**src/rtl/ysyx_24100006_wb_arbiter.sv**
```systemverilog
// ysyx_24100006_wb_arbiter
// Shares the single GPR write port between EXU (src0) and LSU (src1) writebacks.
// The winning request is captured in a one-stage commit register that drives the
// GPR write port. A per-register busy scoreboard answers RAW queries (rs1/rs2)
// and gates issue for WAW hazards.
// Configuration macro: YSYX_24100006_WBARB_RR_EN
//   defined   -> round-robin between the two sources on a tie
//   undefined -> fixed priority, LSU (src1) wins every tie
module ysyx_24100006_wb_arbiter #(
  parameter int ADDR_WIDTH = 4,
  parameter int DATA_WIDTH = 32
) (
  input  logic                     clk,
  input  logic                     reset,
  input  logic                     issue_valid,
  input  logic [ADDR_WIDTH-1:0]    issue_rd,
  output logic                     issue_ready,
  input  logic [ADDR_WIDTH-1:0]    rs1,
  input  logic [ADDR_WIDTH-1:0]    rs2,
  output logic                     rs1_busy,
  output logic                     rs2_busy,
  input  logic                     src0_valid,
  output logic                     src0_ready,
  input  logic [ADDR_WIDTH-1:0]    src0_rd,
  input  logic [DATA_WIDTH-1:0]    src0_data,
  input  logic                     src1_valid,
  output logic                     src1_ready,
  input  logic [ADDR_WIDTH-1:0]    src1_rd,
  input  logic [DATA_WIDTH-1:0]    src1_data,
  output logic                     gpr_wen,
  output logic [ADDR_WIDTH-1:0]    gpr_waddr,
  output logic [DATA_WIDTH-1:0]    gpr_wdata,
  output logic [2**ADDR_WIDTH-1:0] busy_vec
);

  localparam int NUM_REGS = 2**ADDR_WIDTH;

  typedef enum logic [1:0] {
    GNT_NONE = 2'd0,
    GNT_SRC0 = 2'd1,
    GNT_SRC1 = 2'd2
  } grant_e;

  grant_e                grant;
  logic                  tie_pick_src1;
  logic [ADDR_WIDTH-1:0] win_rd;
  logic [DATA_WIDTH-1:0] win_data;
  logic                  commit_en;
  logic                  issue_fire;
  logic [NUM_REGS-1:0]   busy_q;
  logic [NUM_REGS-1:0]   busy_d;

`ifdef YSYX_24100006_WBARB_RR_EN
  // last granted source: 0 = src0, 1 = src1; reset to 1 so src0 wins the first tie
  logic last_q;

  // Track the most recently granted source for round-robin tie breaking
  always_ff @(posedge clk or posedge reset) begin
    // NOTE: state registers use non-blocking (<=) so every flop samples pre-edge values.
    if (reset) begin
      last_q <= 1'b1;
    end else if (grant == GNT_SRC0) begin
      last_q <= 1'b0;
    end else if (grant == GNT_SRC1) begin
      last_q <= 1'b1;
    end
  end

  assign tie_pick_src1 = ~last_q;
`else
  // Fixed priority: the LSU always wins a tie
  assign tie_pick_src1 = 1'b1;
`endif

  // Pick a winner among the valid sources; ready is purely combinational
  always_comb begin
    // NOTE: default first, so no path through the block leaves grant unassigned (no latch).
    grant = GNT_NONE;
    if (src0_valid && src1_valid) begin
      grant = tie_pick_src1 ? GNT_SRC1 : GNT_SRC0;
    end else if (src0_valid) begin
      grant = GNT_SRC0;
    end else if (src1_valid) begin
      grant = GNT_SRC1;
    end
  end

  assign src0_ready = (grant == GNT_SRC0);
  assign src1_ready = (grant == GNT_SRC1);

  // Route the winner's destination and data toward the commit register
  always_comb begin
    win_rd   = src0_rd;
    win_data = src0_data;
    if (grant == GNT_SRC1) begin
      win_rd   = src1_rd;
      win_data = src1_data;
    end
  end

  // A grant to x0 completes the handshake but never produces a GPR write
  assign commit_en = (grant != GNT_NONE) && (win_rd != '0);

  // Commit stage: drains every cycle; address/data hold when nothing commits
  always_ff @(posedge clk or posedge reset) begin
    if (reset) begin
      gpr_wen   <= 1'b0;
      gpr_waddr <= '0;
      gpr_wdata <= '0;
    end else begin
      gpr_wen <= commit_en;
      if (commit_en) begin
        gpr_waddr <= win_rd;
        gpr_wdata <= win_data;
      end
    end
  end

  // Issue may proceed when its destination has no write outstanding (x0 never does)
  assign issue_ready = (issue_rd == '0) || !busy_q[issue_rd];
  assign issue_fire  = issue_valid && issue_ready && (issue_rd != '0);

  // Scoreboard next state: clear the register committing this cycle, set the one issuing.
  // The set is applied last so that a stray write to a non-busy rd cannot hide a new issue.
  always_comb begin
    busy_d = busy_q;
    if (gpr_wen) begin
      busy_d[gpr_waddr] = 1'b0;
    end
    if (issue_fire) begin
      busy_d[issue_rd] = 1'b1;
    end
    busy_d[0] = 1'b0;
  end

  // Scoreboard register; busy stays visible through the commit cycle itself
  always_ff @(posedge clk or posedge reset) begin
    // NOTE: the scoreboard is a flop vector, not a RAM, so it is reset as a whole.
    if (reset) begin
      busy_q <= '0;
    end else begin
      busy_q <= busy_d;
    end
  end

  assign rs1_busy = (rs1 != '0) && busy_q[rs1];
  assign rs2_busy = (rs2 != '0) && busy_q[rs2];
  assign busy_vec = busy_q;

endmodule

```
**config.mk**
```make
export PLATFORM = sky130hd
export DESIGN_NAME = ysyx_24100006_wb_arbiter
export DESIGN_NICKNAME = d
export VERILOG_FILES = /design/src/rtl/ysyx_24100006_wb_arbiter.sv
export SDC_FILE = /design/constraint.sdc
export NUM_CORES = 1
export LEC_CHECK = 0
export ABC_AREA = 1
export CORE_MARGIN = 1
export CORE_UTILIZATION = 41
export CTS_BUF_LIST = sky130_fd_sc_hd__clkbuf_8 sky130_fd_sc_hd__clkbuf_16
export DETAILED_ROUTE_END_ITERATION = 16
export PLACE_DENSITY_LB_ADDON = 0.25
export RECOVER_POWER = 100
export SETUP_SLACK_MARGIN = 0.05
export SYNTH_ARGS = -nofsm -noshare
export SYNTH_HDL_FRONTEND = slang
export SYNTH_SLANG_ARGS = --single-unit
```
**constraint.sdc**
```tcl
create_clock -name clk -period 1.9 [get_ports clk]
set_input_delay 0.285 -clock clk [delete_from_list [all_inputs] [get_ports clk]]
set_output_delay 0.285 -clock clk [all_outputs]
set_load 0.02 [all_outputs]
```
==> metrics.yaml, run 1 <==
fillCellCount: 581
first_pass_iters: 6
ys_ff_latch: 52
period_minus_slack_ns: 1.82
start_util: 0.430
synth_flop_cell: "dfrtp_1"
ir_worst_vdd_mv: 0.364
clock-root-buffer: "clkbuf_8"
cts_tree: "yes"
io_buffers: 145
clk_pin_slew_ns: 0.09
r2r-start: "busy_vec[9]"
setup_violations: 0
rows: 30
cts_max_level: 2
die_width_um: 86.9
worstPathCellList: "buf_4 > dlygate4sd3_1"
fmax_mhz: 549
grt_max_degree: 53
skew_ns: 0.00966
hp-class: "reg -> reg"
worstMarginPinSlew_ns: 1.28
crit_family: "buffers and inverters"
overflow: 0
yosysTopAreaCellShare: 0.440
drv_slew: 0
ys_top_cells_by_area: "dfrtp_1 (44%), nand2_1 (14%), mux2i_1 (11%), o21ai_0 (6.6%), o21ai_1 (5.3%)"
synth_area_leader_cell: "dfrtp_1"
avgViaCountPerCell: 5.09
hold_path_end: "gpr_wdata[17]"
drtIter0Drc: 227
grt_use_total: 0.253
synth_area_um2: 2950
gp_congestion: 0.875
max_stage_delay_ns: 0.64
worst-path-buf-inv: 2
drive_gt1_frac: 0.0897
syn_nets: 476
cts_buffers: 5
wl_um: 8880
area_growth_pct: 59.6
ant_nets: 0
syn_avg_cell_area_um2: 7.63
layout.nets: 634
vias: 3270
crit_required_ns: 1.62
drc: 0
diodes: 0
cts_max_path_buffers: 2
fin_crit_sh: 0.959
cts_sinks: 52
p_total_mw: 4.11
path_max_fanout: 5
relSlewSlack: 0.147
synth_cell_type_count: 25
setup.worst_path.class: "reg -> out"
synthCells: 387
r2r-end: "busy_vec[9]"
status: "complete, no violations"
hold_depth: 2
power.leakage_nw: 2.23
dp_hpwl_um: 6830
critPathCaptureType: "primary output"
ff2ff_path_depth: 12
ioPinCount: 147
antenna_found_initial: 0
grt_pass1_vias: 3315
clk_latency_ns: 0.31
hold_start: "gpr_wdata[17]"
hold_viol_final: 0
max_cap_violations: 0
die_h_um: 86.9
start_kind: "flop"
synth_edf_count: 0
yosysMostFrequentCell: "nand2_1"
timing.hold.ws_ns: 0.483
ys_warn_count: 0
grt_first_pass_wirelength_um: 14900
rsz0062_at_grt: "true"
p_per_area_nw_per_um2: 871
r2r_slack_ns: 0.20
seq_area_frac_synth: 0.440
wl_per_cell_um: 13.8
crit_arrival_ns: 1.54
coreArea_um2: 6870
synth_common_cells: "nand2_1 (112), dfrtp_1 (52), o21ai_0 (39)"
fp.dieArea_um2: 7550
synthArstFlopShare: 1.00
cp_slowest_cell: "dlygate4sd3_1"
per-stage QoR:
stage                     setup slack, ns   util  cells  cell area, um2  TNS (ns)
after floorplan                     0.307      -    387            2950         0
after global placement             -0.337  0.673    631            4620     -4.19
after detailed placement           -0.421  0.673    631            4620     -4.54
after CTS                         0.00751  0.688    640            4730         0
after global routing               0.0272  0.686    642            4710         0
final                              0.0788  0.686    642            4710         0
cell usage in the layout (no fill, tap or decap), drive strengths merged, types with 10 or more instances in the layout:
| master | count |
|---|---|
| nand3 | 25 |
| inv | 27 |
| dlygate4sd3 | 52 |
| dfrtp | 52 |
| clkdlybuf4s50 | 81 |
| nor2 | 35 |
| o21ai | 70 |
| clkbuf | 10 |
| nand2 | 113 |
| buf | 24 |
| mux2i | 32 |
layout make-up:
class / count / area (um2) / share of cell area
repair buffers: 170 / 1620 / 0.345
clock buffers: 5 / 68.8 / 0.0146
inverters: 27 / 101 / 0.0215
flip-flops and latches: 52 / 1310 / 0.277
clock inverters: 3 / 38.8 / 0.00823
well taps: 96 / 120 / 0.0255
multi-input cells: 289 / 1460 / 0.309
logic make-up after synthesis:
kind of cell    after synthesis  synth area share
compound gates               77             0.136
other cells                   1           0.00127
simple gates                179             0.245
flops                        52             0.440
mux                          32             0.108
buf+inv                      46            0.0690
worst reg2reg max path, cell delays in order, from the launching register on:
cell and delay [ns]:
dfrtp_2 0.44, buf_4 0.15, nand2_1 0.07, nand2_1 0.05, nand2_1 0.05, nand2_1 0.05
nand2_1 0.05, nand2_1 0.05, nor2_2 0.10, clkbuf_4 0.14, clkbuf_2 0.26, nand3_1 0.13
nand2_1 0.10
flip-flops by register name, indices dropped and copies added (netlist names):
register and count:
busy_vec 15, gpr_wen 1, gpr_wdata 32, gpr_waddr 4
layer usage:
metal  track usage  vias to the layer above  share of wire
met1         0.280                     1495           0.38
met4         0.112                        0          0.026
li1              -                     1589              -
met2         0.444                      160           0.51
met5             0                        -              0
met3        0.0815                       26          0.086
worst max path at each step:
stage	from	endpoint	slack, ns	depth (start not counted)
4_1_cts	rs1[0]	rs1_busy	0.008	7
5_1_grt	busy_vec[9]	rs1_busy	0.03	6
3_3_place_gp	rs1[0]	rs1_busy	-0.34	9
6_report	busy_vec[13]	busy_vec[13]	0.08	2
3_5_place_dp	rs1[0]	rs1_busy	-0.42	9
2_1_floorplan	busy_vec[13]	rs1_busy	0.31	6
power breakdown:
| group | switching, mW | internal [mW] |
|---|---|---|
| Clock | 0.359 | 0.386 |
| Sequential | 0.291 | 1.35 |
| Combinational | 0.926 | 0.796 |
| Total | 1.58 | 2.53 |
what timing repair did:
action                                  4_1_cts  5_1_grt
pin swaps                                     0        4
resized for setup                            17       14
hold buffers                                  0        0
endpoints found under the setup margin        4        3
setup buffers                                 1        2
Note: power is estimated with default switching activity, not from simulation.
==> run 2, diff against run 1 <==
Settings changed: CAP_MARGIN set to 10, CORE_UTILIZATION 41 to 42, CTS_BUF_LIST sky130_fd_sc_hd__clkbuf_8 sky130_fd_sc_hd__clkbuf_16 to sky130_fd_sc_hd__clkbuf_4, REMOVE_ABC_BUFFERS set to 1.
==> run 2 against run 1 <==
Net effect: via count down 2.0%; sequential power is essentially flat; cell area down 1.1%; combinational power hardly changed; worst hold slack got worse by 0.067 ns; critical path type unchanged; die area shrank 2.3%.
==> metrics.yaml, run 2 (synthesized netlist as in run 1, its figures left out) <==
gp_congestion: 0.862  # -1.4%
avgViaCountPerCell: 5.00  # -1.9%
final_cell_mix: "nand2_1 (112), clkdlybuf4s50_1 (83), o21ai_0 (58)"
cts_buffers: 5  # unchanged
antenna_found_initial: 0  # unchanged
path_max_fanout: 4  # -1
crit_family: "buffers and inverters"
cts_tree: "yes"
grt_pass1_vias: 3071  # -7.4%
dp_hpwl_um: 6590  # -3.5%
diodes: 0  # unchanged
clk_pin_slew_ns: 0.15  # +0.06 ns
drive_gt1_frac: 0.0972  # +0.00750
worstMarginPinSlew_ns: 1.24  # -0.0429 ns
skew_ns: 0.0149  # +0.00527 ns
timing.hold.ws_ns: 0.416  # -0.0670 ns
path_depth: 1  # -1
die_h_um: 85.9  # -1.2%
fin_util: 0.686  # about the same
grt_use_total: 0.238  # -0.0148
clk_latency_ns: 0.37  # +0.06 ns
grt_first_pass_wirelength_um: 13900  # -6.9%
fmax_mhz: 550  # +0.19%
start_kind: "flop"
rsz0062_at_grt: "true"
layout.nets: 633  # -0.16%
r2r_slack_ns: 0.26  # +0.06 ns
start_util: 0.435  # +0.00475
top_register: "gpr_wdata"
area_growth_pct: 57.8
cts_sinks: 52  # unchanged
die_width_um: 85.9  # -1.2%
postPlaceCellArea_um2: 4600  # -0.49%
first_pass_iters: 5  # -1
grt_max_degree: 53  # unchanged
cts_max_path_buffers: 2  # unchanged
power.leakage_nw: 2.17  # -2.7%
setup_violations: 0  # unchanged
r2r-end: "busy_vec[13]"
largest_reg_flops: 32  # unchanged
wl_um: 8460  # -4.8%
final_area_um2: 4660  # -1.1%
ioPinCount: 147  # unchanged
crit_arrival_ns: 1.53  # about the same
ir_worst_vdd_mv: 0.389  # +6.7%
setup.worst_path.class: "reg -> out"
final.setup.tns_ns: 0  # unchanged
max_stage_delay_ns: 0.70  # +0.06 ns
overflow: 0  # unchanged
drc: 0  # unchanged
max_cap_violations: 0  # unchanged
ff2ff_path_depth: 11  # -1
drv_slew: 0  # unchanged
p_per_area_nw_per_um2: 854  # -2.0%
hp-class: "in -> reg"
r2r-start: "busy_vec[4]"
stdcell_count: 641  # -0.16%
wl_per_cell_um: 13.2  # -4.7%
io_buffers: 145  # unchanged
cts_hold_buffers: 0  # unchanged
layout_commonest_cell: "nand2_1"
worst-path-buf-inv: 1  # -1
worstPathCellList: "dlygate4sd3_1"
critPathCaptureType: "primary output"
period_minus_slack_ns: 1.82  # -0.00350 ns
relSlewSlack: 0.175  # +0.0286
crit_start: "busy_vec[3]"
drtIter0Drc: 161  # -29%
dp.cells: 628  # -0.48%
clock-root-buffer: "clkbuf_4"
crit_end: "busy_vec[3]"
fp.dieArea_um2: 7370  # -2.3%
cp_slowest_cell: "dlygate4sd3_1"
ant_nets: 0  # unchanged
coreArea_um2: 6790  # -1.1%
crit_required_ns: 1.62  # about the same
cts_max_level: 2  # unchanged
rows: 30  # unchanged
status: "complete, no violations"
hold_viol_final: 0  # unchanged
vias: 3204  # -2.0%
fin_crit_sh: 0.957  # -0.00184
-- run 2: changes by cell type in the layout (fill, tap and decap cells not counted), sizes merged --
cell / before / now
dlymetal6s2s: 6 / 4
clkdlybuf4s50: 81 / 83
buf: 24 / 23
clkbuf: 10 / 14
clkinvlp: 0 / 2
inv: 27 / 26
dlygate4sd2: 2 / 3
dlygate4sd3: 52 / 46
-- run 2: what timing repair did --
| item | in CTS | in global routing |
|---|---|---|
| gates cloned | 0 | 1 |
| setup buffers | 1 | 3 |
| gates resized for setup | 20 | 26 |
| setup endpoints to repair | 4 | 19 |
| pin swaps | 0 | 5 |
-- run 2: routing by layer --
layer,share of wire,track usage,up-vias
met5,0,0,-
met4,0.016,0.0652,0
met3,0.091,0.0693,14
met2,0.50,0.425,152
met1,0.39,0.279,1452
li1,-,-,1586
-- run 2: final cells by class --
class                      count  area (um2)
inverter                      27         101
clock buffer                   5        37.5
timing repair buffer         168        1590
tap                           96         120
multi-input combinational    289        1460
fill                         587        2130
clock inverter                 3        42.5
timing repair inverter         1        7.51
sequential                    52        1310
-- run 2: how the worst min path moves through the flow --
stage | slack (ns) | start | endpoint | depth (start not counted)
after detailed placement | 0.47 | gpr_wdata[10] | gpr_wdata[10] | 2
after CTS | 0.25 | reset | busy_vec[1] | 3
after global routing | 0.43 | src1_valid | gpr_waddr[0] | 4
final | 0.42 | src1_valid | gpr_waddr[0] | 4
after floorplan | 0.48 | src0_data[0] | gpr_wdata[0] | 2
after global placement | 0.47 | gpr_wdata[9] | gpr_wdata[9] | 2
-- run 2: stage by stage --
stage | power [mW] | setup WS (ns)
final | 3.98 | 0.0823
after global routing | 4.23 | -0.0130
after CTS | 4.08 | 0.0519
after detailed placement | 3.46 | -0.428
after global placement | 3.42 | -0.368
after floorplan | 2.40 | 0.165
-- run 2: power breakdown --
group	switching, mW	total (mW)	internal, mW
logic	0.909	1.70	0.795
registers	0.303	1.66	1.35
clock network	0.346	0.621	0.275
total	1.56	3.98	2.42
-- run 2: worst min-delay path, delay by kind of cell --
| family | cells | cell delay [ns] |
|---|---|---|
| buf+inv | 2 | 0.26 |
| compound gates | 2 | 0.22 |
